`config.mk`:
```
export PLATFORM = sky130hd
export DESIGN_NAME = bcd_scan_display
export DESIGN_NICKNAME = d
export VERILOG_FILES = /design/src/rtl/bcd_scan_display_pkg.sv /design/src/rtl/bcd_scan_display_bcd_to_seg7.sv /design/src/rtl/bcd_scan_display.sv
export SDC_FILE = /design/constraint.sdc
export NUM_CORES = 1
export LEC_CHECK = 0
export ABC_AREA = 1
export CORE_MARGIN = 2
export CORE_UTILIZATION = 39
export DETAILED_ROUTE_END_ITERATION = 12
export PLACE_DENSITY = 0.63
export SLEW_MARGIN = 30
export SYNTH_ARGS = -nofsm -noshare
export SYNTH_HDL_FRONTEND = slang
export SYNTH_SLANG_ARGS = --single-unit
```
`constraint.sdc`:
```
create_clock -name clk -period 2 [get_ports clk]
set_clock_uncertainty 0.2 [all_clocks]
set_input_delay 0.5 -clock clk [delete_from_list [all_inputs] [get_ports clk]]
set_output_delay 0.5 -clock clk [all_outputs]
set_load 0.005 [all_outputs]
```
`src/rtl/bcd_scan_display_pkg.sv`:
```
// Shared constants for the multiplexed 8-digit BCD display: digit count,
// active-low segment patterns ({g,f,e,d,c,b,a}) and parameter legality limits.
package bcd_scan_display_pkg;

  localparam int NUM_DIGITS = 8;

  localparam logic [6:0] SEG_0     = 7'h40;
  localparam logic [6:0] SEG_1     = 7'h79;
  localparam logic [6:0] SEG_2     = 7'h24;
  localparam logic [6:0] SEG_3     = 7'h30;
  localparam logic [6:0] SEG_4     = 7'h19;
  localparam logic [6:0] SEG_5     = 7'h12;
  localparam logic [6:0] SEG_6     = 7'h02;
  localparam logic [6:0] SEG_7     = 7'h78;
  localparam logic [6:0] SEG_8     = 7'h00;
  localparam logic [6:0] SEG_9     = 7'h10;
  localparam logic [6:0] SEG_E     = 7'h06;
  localparam logic [6:0] SEG_BLANK = 7'h7F;

  localparam int SCAN_DIV_MIN  = 4;
  localparam int SCAN_DIV_MAX  = 1 << 20;
  localparam int BLANK_CYC_MIN = 1;

endpackage

```
`src/rtl/bcd_scan_display_bcd_to_seg7.sv`:
```
// Combinational BCD to active-low 7-segment decoder; codes 10-15 show 'E'.
module bcd_to_seg7
  import bcd_scan_display_pkg::*;
(
  input  logic [3:0] i_bcd,
  output logic [6:0] o_seg
);

  always_comb begin
    o_seg = SEG_E;
    case (i_bcd)
      4'd0:    o_seg = SEG_0;
      4'd1:    o_seg = SEG_1;
      4'd2:    o_seg = SEG_2;
      4'd3:    o_seg = SEG_3;
      4'd4:    o_seg = SEG_4;
      4'd5:    o_seg = SEG_5;
      4'd6:    o_seg = SEG_6;
      4'd7:    o_seg = SEG_7;
      4'd8:    o_seg = SEG_8;
      4'd9:    o_seg = SEG_9;
      default: o_seg = SEG_E;
    endcase
  end

endmodule

```
`src/rtl/bcd_scan_display.sv`:
```
// Time-multiplexed 8-digit BCD display driver with frame-coherent input
// snapshot, leading-zero blanking, decimal point and anode ghosting guard.
module bcd_scan_display
  import bcd_scan_display_pkg::*;
#(
  parameter int SCAN_DIV  = 50000,
  parameter int BLANK_CYC = 500
) (
  input  logic       clk,
  input  logic       rst_n,
  input  logic [3:0] d0,
  input  logic [3:0] d1,
  input  logic [3:0] d2,
  input  logic [3:0] d3,
  input  logic [3:0] d4,
  input  logic [3:0] d5,
  input  logic [3:0] d6,
  input  logic [3:0] d7,
  input  logic       lzb_en,
  input  logic       dp_en,
  input  logic [2:0] dp_pos,
  output logic [7:0] an,
  output logic [6:0] seg,
  output logic       dp_n,
  output logic       frame
);

  localparam int PW = $clog2(SCAN_DIV);

  if (SCAN_DIV < SCAN_DIV_MIN || SCAN_DIV > SCAN_DIV_MAX ||
      BLANK_CYC < BLANK_CYC_MIN || BLANK_CYC > SCAN_DIV - 2) begin : g_bad_params
    $error("bcd_scan_display: illegal SCAN_DIV/BLANK_CYC");
  end

  logic [PW-1:0]                  r_presc;
  logic [2:0]                     r_idx;
  logic [NUM_DIGITS-1:0][3:0]     r_snap_d;
  logic                           r_snap_lzb;
  logic                           r_snap_dpen;
  logic [2:0]                     r_snap_dppos;
  logic [7:0]                     r_an;
  logic [6:0]                     r_seg;
  logic                           r_dp_n;
  logic                           r_frame;

  logic [NUM_DIGITS-1:0][3:0]     w_d_in;
  logic                           w_wrap;
  logic                           w_capture;
  logic                           w_upper_zero;
  logic                           w_blank;
  logic                           w_active;
  logic [6:0]                     w_seg_dec;
  logic [7:0]                     w_an_nxt;
  logic [6:0]                     w_seg_nxt;
  logic                           w_dp_n_nxt;

  assign w_d_in    = {d7, d6, d5, d4, d3, d2, d1, d0};
  assign w_wrap    = (r_presc == PW'(SCAN_DIV - 1));
  assign w_capture = (r_presc == '0) && (r_idx == 3'd0);

  // Blanking looks at the current digit and everything above it.
  always_comb begin
    w_upper_zero = 1'b1;
    for (int i = 0; i < NUM_DIGITS; i++) begin
      if (3'(i) >= r_idx && r_snap_d[i] != 4'd0) w_upper_zero = 1'b0;
    end
  end

  assign w_blank  = r_snap_lzb && (r_idx != 3'd0) && w_upper_zero &&
                    !(r_snap_dpen && (r_snap_dppos >= r_idx));
  assign w_active = (r_presc >= PW'(BLANK_CYC)) && !w_blank;

  bcd_to_seg7 u_dec (
    .i_bcd (r_snap_d[r_idx]),
    .o_seg (w_seg_dec)
  );

  always_comb begin
    w_an_nxt   = 8'hFF;
    w_seg_nxt  = SEG_BLANK;
    w_dp_n_nxt = 1'b1;
    if (w_active) begin
      w_an_nxt   = ~(8'd1 << r_idx);
      w_seg_nxt  = w_seg_dec;
      w_dp_n_nxt = !(r_snap_dpen && (r_snap_dppos == r_idx));
    end
  end

  always_ff @(posedge clk or negedge rst_n) begin
    if (!rst_n) begin
      r_presc      <= '0;
      r_idx        <= 3'd0;
      r_snap_d     <= '0;
      r_snap_lzb   <= 1'b0;
      r_snap_dpen  <= 1'b0;
      r_snap_dppos <= 3'd0;
      r_an         <= 8'hFF;
      r_seg        <= SEG_BLANK;
      r_dp_n       <= 1'b1;
      r_frame      <= 1'b0;
    end else begin
      r_presc <= w_wrap ? '0 : r_presc + 1'b1;
      if (w_wrap) r_idx <= r_idx + 3'd1;
      if (w_capture) begin
        r_snap_d     <= w_d_in;
        r_snap_lzb   <= lzb_en;
        r_snap_dpen  <= dp_en;
        r_snap_dppos <= dp_pos;
      end
      r_an    <= w_an_nxt;
      r_seg   <= w_seg_nxt;
      r_dp_n  <= w_dp_n_nxt;
      r_frame <= w_capture;
    end
  end

  assign an    = r_an;
  assign seg   = r_seg;
  assign dp_n  = r_dp_n;
  assign frame = r_frame;

endmodule

```
Word level (Yosys, flattened, before mapping)
Memory sizes are Yosys's and may differ from the RTL's.
Index checks and enable logic that the tools add are counted.
{ "op_classes": {"mul": 0, "div_mod_pow": 0, "bitwise": 1, "shifts": 1, "order_cmp": 11, "n_mux": 14, "n_reduce_logical": 29, "eq_ne": 2, "add_sub_neg": 2} }
{ "ops": {"columns": ["cell", "n"], "rows": [
  ["$reduce_bool A4 Y1", 8],
  ["$add A16 B1 Y16 const B", 1],
  ["$eq A16 B16 Y1 const B", 1],
  ["$ge A16 B9 Y1 const B", 1],
  ["$logic_not A16 Y1", 1],
  ["$mux W16", 1],
  ["$logic_and A1 B1 Y1", 15],
  ["$bmux W4 S3", 1],
  ["$ge A3 B3 Y1 const A", 4],
  ["$mux W1", 9],
  ["$mux W8", 1],
  ["$not A8 Y8", 1],
  ["$shl A1 B3 Y8 const A", 1],
  ["$mux W7", 1],
  ["$ge A1 B3 Y1 const A", 2],
  ["$ge A2 B3 Y1 const A", 2],
  ["$lt A3 B4 Y1 const B", 1],
  ["$mux W4", 1],
  ["$add A3 B1 Y3 const B", 1],
  ["$eq A3 B3 Y1", 1],
  ["$ge A3 B3 Y1", 1],
  ["$logic_not A1 Y1", 3],
  ["$logic_not A3 Y1", 1],
  ["$reduce_bool A3 Y1", 1]
]} }
{ "word_totals": {"latch_bits": 0, "out_inout_bits": 17, "ff_bits": 73, "inputBits": 39, "romBits": 112, "wordCells": 78, "mem_bits_rw": 0, "memories": 1} }
{ "mem_list": {"columns": ["memory", "depth", "word_bits", "read_ports", "rd_clocked_by_memory_dff", "wr", "line", "text"], "rows": [
  ["(no name shown)", 16, 7, 1, 0, 0, "bcd_scan_display_bcd_to_seg7.sv:11", "case (i_bcd)"]
]} }

Depth between registers and ports, before layout
{ "logic_depth": {"depth_word": 15, "ltp_mapped": 14, "ltp_nobuf": 12} }

Hierarchy
From an unflattened synthesis, not the netlist that was laid out.
{ "unflattened": {"hier_cells": 483, "hier_area_um2": 3771.1} }
{ "modules_own_cells": {"columns": ["mod", "seq_area_each_um2", "area_each_um2", "cells_each", "n_inst"], "rows": [
  ["bcd_scan_display", 1846.8, 3603.5, 453, 1],
  ["bcd_to_seg7", 0.0, 167.7, 30, 1]
]} }

Worst setup path after synthesis
OpenSTA, ideal clock, no wires.
{ "synth_timing": {"kind": "reg-to-reg", "start": "register r_idx[0]", "end": "register r_snap_d[16] (netlist bit)", "path_slack_ns": -0.147, "required_time_ns": 1.684, "path_stages_with_launch": 12, "path_buffers": 4, "synth_period_minus_slack_ns": 2.147, "setup_time_ns": 0.116, "t_arrival_ns": 1.831, "cell_sequence": "dfrtp_1 -> buf_4 -> inv_2 -> buf_4 -> ha_1 -> nand2_1 -> nor4_2 -> nand2_1 -> buf_4 -> buf_6 -> nand2_1 -> nand2_1"} }
{ "synth_via": {"elab_chain_cells": 2} }
{ "synth_rtl": {"columns": ["item", "line", "text"], "rows": [
  ["start: declaration", "bcd_scan_display.sv:36", "logic [2:0] r_idx;"],
  ["start signal: assignment", "bcd_scan_display.sv:103", "if (w_wrap) r_idx <= r_idx + 3'd1;"],
  ["$logic_not A3 Y1", "bcd_scan_display.sv:59", "assign w_capture = (r_presc == '0) && (r_idx == 3'd0);"],
  ["$logic_and A1 B1 Y1", "bcd_scan_display.sv:59", null],
  ["end signal: assignment", "bcd_scan_display.sv:105", "r_snap_d <= w_d_in;"],
  ["end: declaration", "bcd_scan_display.sv:37", "logic [NUM_DIGITS-1:0][3:0] r_snap_d;"]
]} }
No other way between the ends.
A chain may end at the register's enable or synchronous reset.

Worst setup path after layout
{ "layout_timing": {"start": "register r_idx[0]", "end": "register r_seg[6], in the netlist seg[6]"} }
{ "layout_via": {"elab_chain_cells": 15, "elab_cells_between_ends": 37, "classes_between": "order compare (9); mux (11); reduce/logical (16); memory (1)"} }
{ "layout_rtl": {"columns": ["item", "line", "text"], "rows": [
  ["$ge A1 B3 Y1", "bcd_scan_display.sv:65", "if (3'(i) >= r_idx && r_snap_d[i] != 4'd0) w_upper_zero = 1'b0;"],
  ["$logic_and A1 B1 Y1", "bcd_scan_display.sv:65", null],
  ["$mux W1 (8 in series)", "bcd_scan_display.sv:65", null],
  ["$logic_and A1 B1 Y1 (2 in series)", "bcd_scan_display.sv:69", "assign w_blank = r_snap_lzb && (r_idx != 3'd0) && w_upper_zero &&"],
  ["$logic_not A1 Y1", "bcd_scan_display.sv:71", "assign w_active = (r_presc >= PW'(BLANK_CYC)) && !w_blank;"],
  ["$logic_and A1 B1 Y1", "bcd_scan_display.sv:71", null],
  ["$mux W7 *", "bcd_scan_display.sv:82", "if (w_active) begin"],
  ["named net w_seg_nxt[6]", "bcd_scan_display.sv:54", "logic [6:0] w_seg_nxt;"],
  ["end signal: assignment", "bcd_scan_display.sv:111", "r_seg <= w_seg_nxt;"],
  ["end: declaration", "bcd_scan_display.sv:42", "logic [6:0] r_seg;"]
]} }
Mark *: on every way through the listed nets, which the timed path passes. The rest lies on a longest branch. The select of a mux whose other input is x is not followed.

==> impl_metrics.py <==
metrics = {
    "routing": {
        "via_per_inst": 4.76,
        "ant_nets": 0,
        "drtIter0Drc": 228,
        "route.detailed.drc": 0,
        "post_drt_wl_per_cell_um": 13.1,
        "vias": 3428,
        "drt_first_pass_iters": 6,
        "totalWireLength_um": 9420,
    },
    "cts": {
        "cts_root_buffer": "clkbuf_8",
        "numCtsBuffers": 9,
        "cts-htree-levels": 3,
        "path_clk_slew_ns": 0.08,
        "clk_latency_ns": 0.35,
        "clock_path_buffers": 2,
        "cts_sinks": 73,
        "cts_tree": "built",
    },
    "yosys": {
        "ys_seq_area_frac": 0.481,
        "synth_edf_count": 0,
        "syn_area_per_cell_sq_um": 7.74,
        "ys_ff_latch": 73,
        "async_flop_share": 1.00,
        "synth_cells": 496,
        "synth_warnings": 0,
        "synthDistinctLibCells": 30,
        "syn_area_sq_um": 3840,
        "syn-num-nets": 550,
        "synth-main-ff-cell": "dfrtp_1",
    },
    "floorplanning": {
        "core_area_sq_um": 9680,
        "ios": 56,
        "rows": 36,
        "initial_core_util": 0.396,
        "die_y_um": 103,
        "dieArea_sq_um": 10700,
        "die_x_um": 103,
    },
    "timing": {
        "drv_slew": 0,
        "finalCritPeriodShare": 0.984,
        "finalSetupViolCount": 0,
        "timing.slew.headroom": 0.748,
        "period_needed_ns": 1.97,
        "tightest_slew_ns": 0.374,
        "max_clock_freq_mhz": 508,
        "rsz0062_at_grt": "yes",
        "setup_tns_ns": 0,
        "finalHoldViolations": 0,
        "timing.hold.ws_ns": 0.286,
        "setup_ws_ns": 0.0311,
    },
    "worst_setup_path": {
        "worstPathCellList": "clkinv_4 > buf_6 > nand2_1 > nand2_1 > nand2_1 > nand3_2 > nand2_2 > inv_2 > ha_4 > or2_4 > nand3_2 > nand2_2",
        "slowest_delay_ns": 0.52,
        "crit_type": "reg2reg",
        "crit_family": "simple AND/OR/NAND/NOR gates",
        "crit_arrival_ns": 2.05,
        "endpoint_kind": "flop",
        "crit_required_ns": 2.09,
        "slowest_stage": "dfrtp_2",
        "startpoint": "r_idx[0]",
        "crit_fanout": 6,
        "crit_path_start_kind": "flop",
        "reg2reg_from": "r_idx[0]",
        "path_buf_inv": 3,
        "crit_top_cell": "nand2_1",
    },
    "grt": {
        "grt.total_usage": 0.181,
        "grt_max_degree": 74,
        "antenna_found_initial": 0,
        "grt_pass1_vias": 3233,
        "grt_first_pass_wirelength_um": 15100,
        "grt_overflow": 0,
    },
    "layout": {
        "antenna_cells": 0,
        "syn_to_final_growth_pct": 36.8,
        "final_cells": 720,
        "nets": 636,
        "seqCellArea_sq_um": 1850,
        "utilization": 0.542,
        "fill_cells": 926,
        "finalInstanceArea_sq_um": 5250,
        "drive_above_1_share": 0.189,
        "multiInputGateArea_sq_um": 1820,
    },
    "power": {
        "seq_power_share": 0.468,
        "clkPwrFrac": 0.461,
        "switchingPower_uw": 716,
        "finalPower_mw": 3.31,
        "ir_drop_mv": 0.413,
        "p_int_mw": 2.60,
        "switching_share": 0.216,
        "p_leak_nw": 2.53,
        "power_frac_comb": 0.072,
        "power.density_nw_per_um2": 631,
    },
    "place": {
        "place_congestion": 0.884,
        "place_ws_ns": -0.00933,
        "place_inst": 689,
        "io_buffer_count": 55,
        "placed_area_sq_um": 4630,
        "dp_hpwl_um": 6370,
    },
    "job": {
        "maxCapViolations": 0,
    },
    "worst_hold_path": {
        "holdCritPathClass": "reg2reg",
        "min_from": "r_presc[0]",
    },
    "run_status": {
        "status": "completed",
    },
}
## synthesized netlist by cell type (6+ instances only)
library cell | number | area share
nor2_1 | 41 | 0.040
nand2_1 | 206 | 0.20
inv_1 | 51 | 0.050
dfstp_2 | 16 | 0.11
xor2_1 | 6 | 0.014
ha_1 | 15 | 0.049
nand3_1 | 38 | 0.050
buf_6 | 6 | 0.018
nor3_1 | 8 | 0.010
nand4_1 | 14 | 0.023
dfrtp_1 | 57 | 0.37
## registers in the layout (all words and copies together), names as in the netlist
register / cells
dp_n: 1
r_snap_dppos: 3
r_snap_d: 32
r_snap_dpen: 1
r_presc: 16
r_idx: 3
an: 8
frame: 1
seg: 7
r_snap_lzb: 1
## power by group through the flow
stage | registers, mW | logic [mW] | clock network, mW
5_1_grt | 1.55 | 0.269 | 1.63
3_3_place_gp | 1.57 | 0.215 | 0
3_5_place_dp | 1.57 | 0.219 | 0
2_1_floorplan | 1.56 | 0.0893 | 0
4_1_cts | 1.55 | 0.222 | 1.56
6_report | 1.55 | 0.237 | 1.53
## cell families (layout without fill, tap and decap cells)
kind of cell | Yosys count | after routing | share of synthesized area
AOI/OAI and AO/OA | 16 | 16 | 0.0248
adders and majority gates | 15 | 15 | 0.0489
buffers and inverters | 69 | 160 | 0.0857
xor gates and xnor gates | 7 | 7 | 0.0160
and+or+nand+nor | 316 | 316 | 0.344
DFF | 73 | 73 | 0.481
## layer usage
layer | part of all wire | track usage | vias to the layer above
met5 | 0 | 0 | -
met4 | 0.014 | 0.0577 | 0
met3 | 0.053 | 0.0289 | 10
met2 | 0.45 | 0.279 | 109
met1 | 0.48 | 0.263 | 1589
li1 | - | - | 1720
## worst paths after layout
check | endpoint | slack [ns] | depth (start not counted)
worst max-delay path | seg[6] | 0.03 | 12
worst max register to register | seg[6] | 0.03 | 12
worst min-delay path | r_presc[0] | 0.29 | 1
max in group asynchronous | an[4] | 0.76 | 3
min in group asynchronous | r_snap_d[16] | 0.51 | 3
worst min register to register | r_presc[0] | 0.29 | 1
## worst reg2reg max path, stage by stage, from the launching register on
cell,delay (ns)
dfrtp_2,0.52
clkinv_4,0.13
buf_6,0.15
nand2_1,0.05
nand2_1,0.05
nand2_1,0.08
nand3_2,0.07
nand2_2,0.09
inv_2,0.06
ha_4,0.15
or2_4,0.23
nand3_2,0.06
nand2_2,0.04
## layout by cell type (no fill, tap or decap), types with 5 or more instances in the layout
master and instances:
nand4_1 14, dfstp_2 16, nand3_2 9, clkbuf_8 9
clkdlybuf4s50_1 38, nand2_2 11, nand3_1 30, buf_4 19
dlygate4sd2_1 16, xor2_1 6, inv_1 46, buf_6 7
nor3_1 8, nand2_1 193, ha_1 10, nor2_1 39
dfrtp_1 56, ha_4 5
## final cells by class
class                           count  share of cell area
Clock buffer                        9              0.0236
Timing Repair Buffer               90               0.177
Sequential cell                    73               0.352
Inverter                           53              0.0403
Multi-Input combinational cell    354               0.347
Clock inverter                      7              0.0272
Timing Repair inverter              1             0.00143
Tap cell                          133              0.0317
## timing repair
item / 4_1_cts / 5_1_grt
setup endpoints to repair: 18 / 54
buffers inserted: 2 / 7
gates cloned: 0 / 5
pin swaps: 0 / 23
resized for setup: 17 / 58
hold endpoints to repair: 57 / 0
hold buffers: 1 / 0
(Power assumes the default switching activity.)
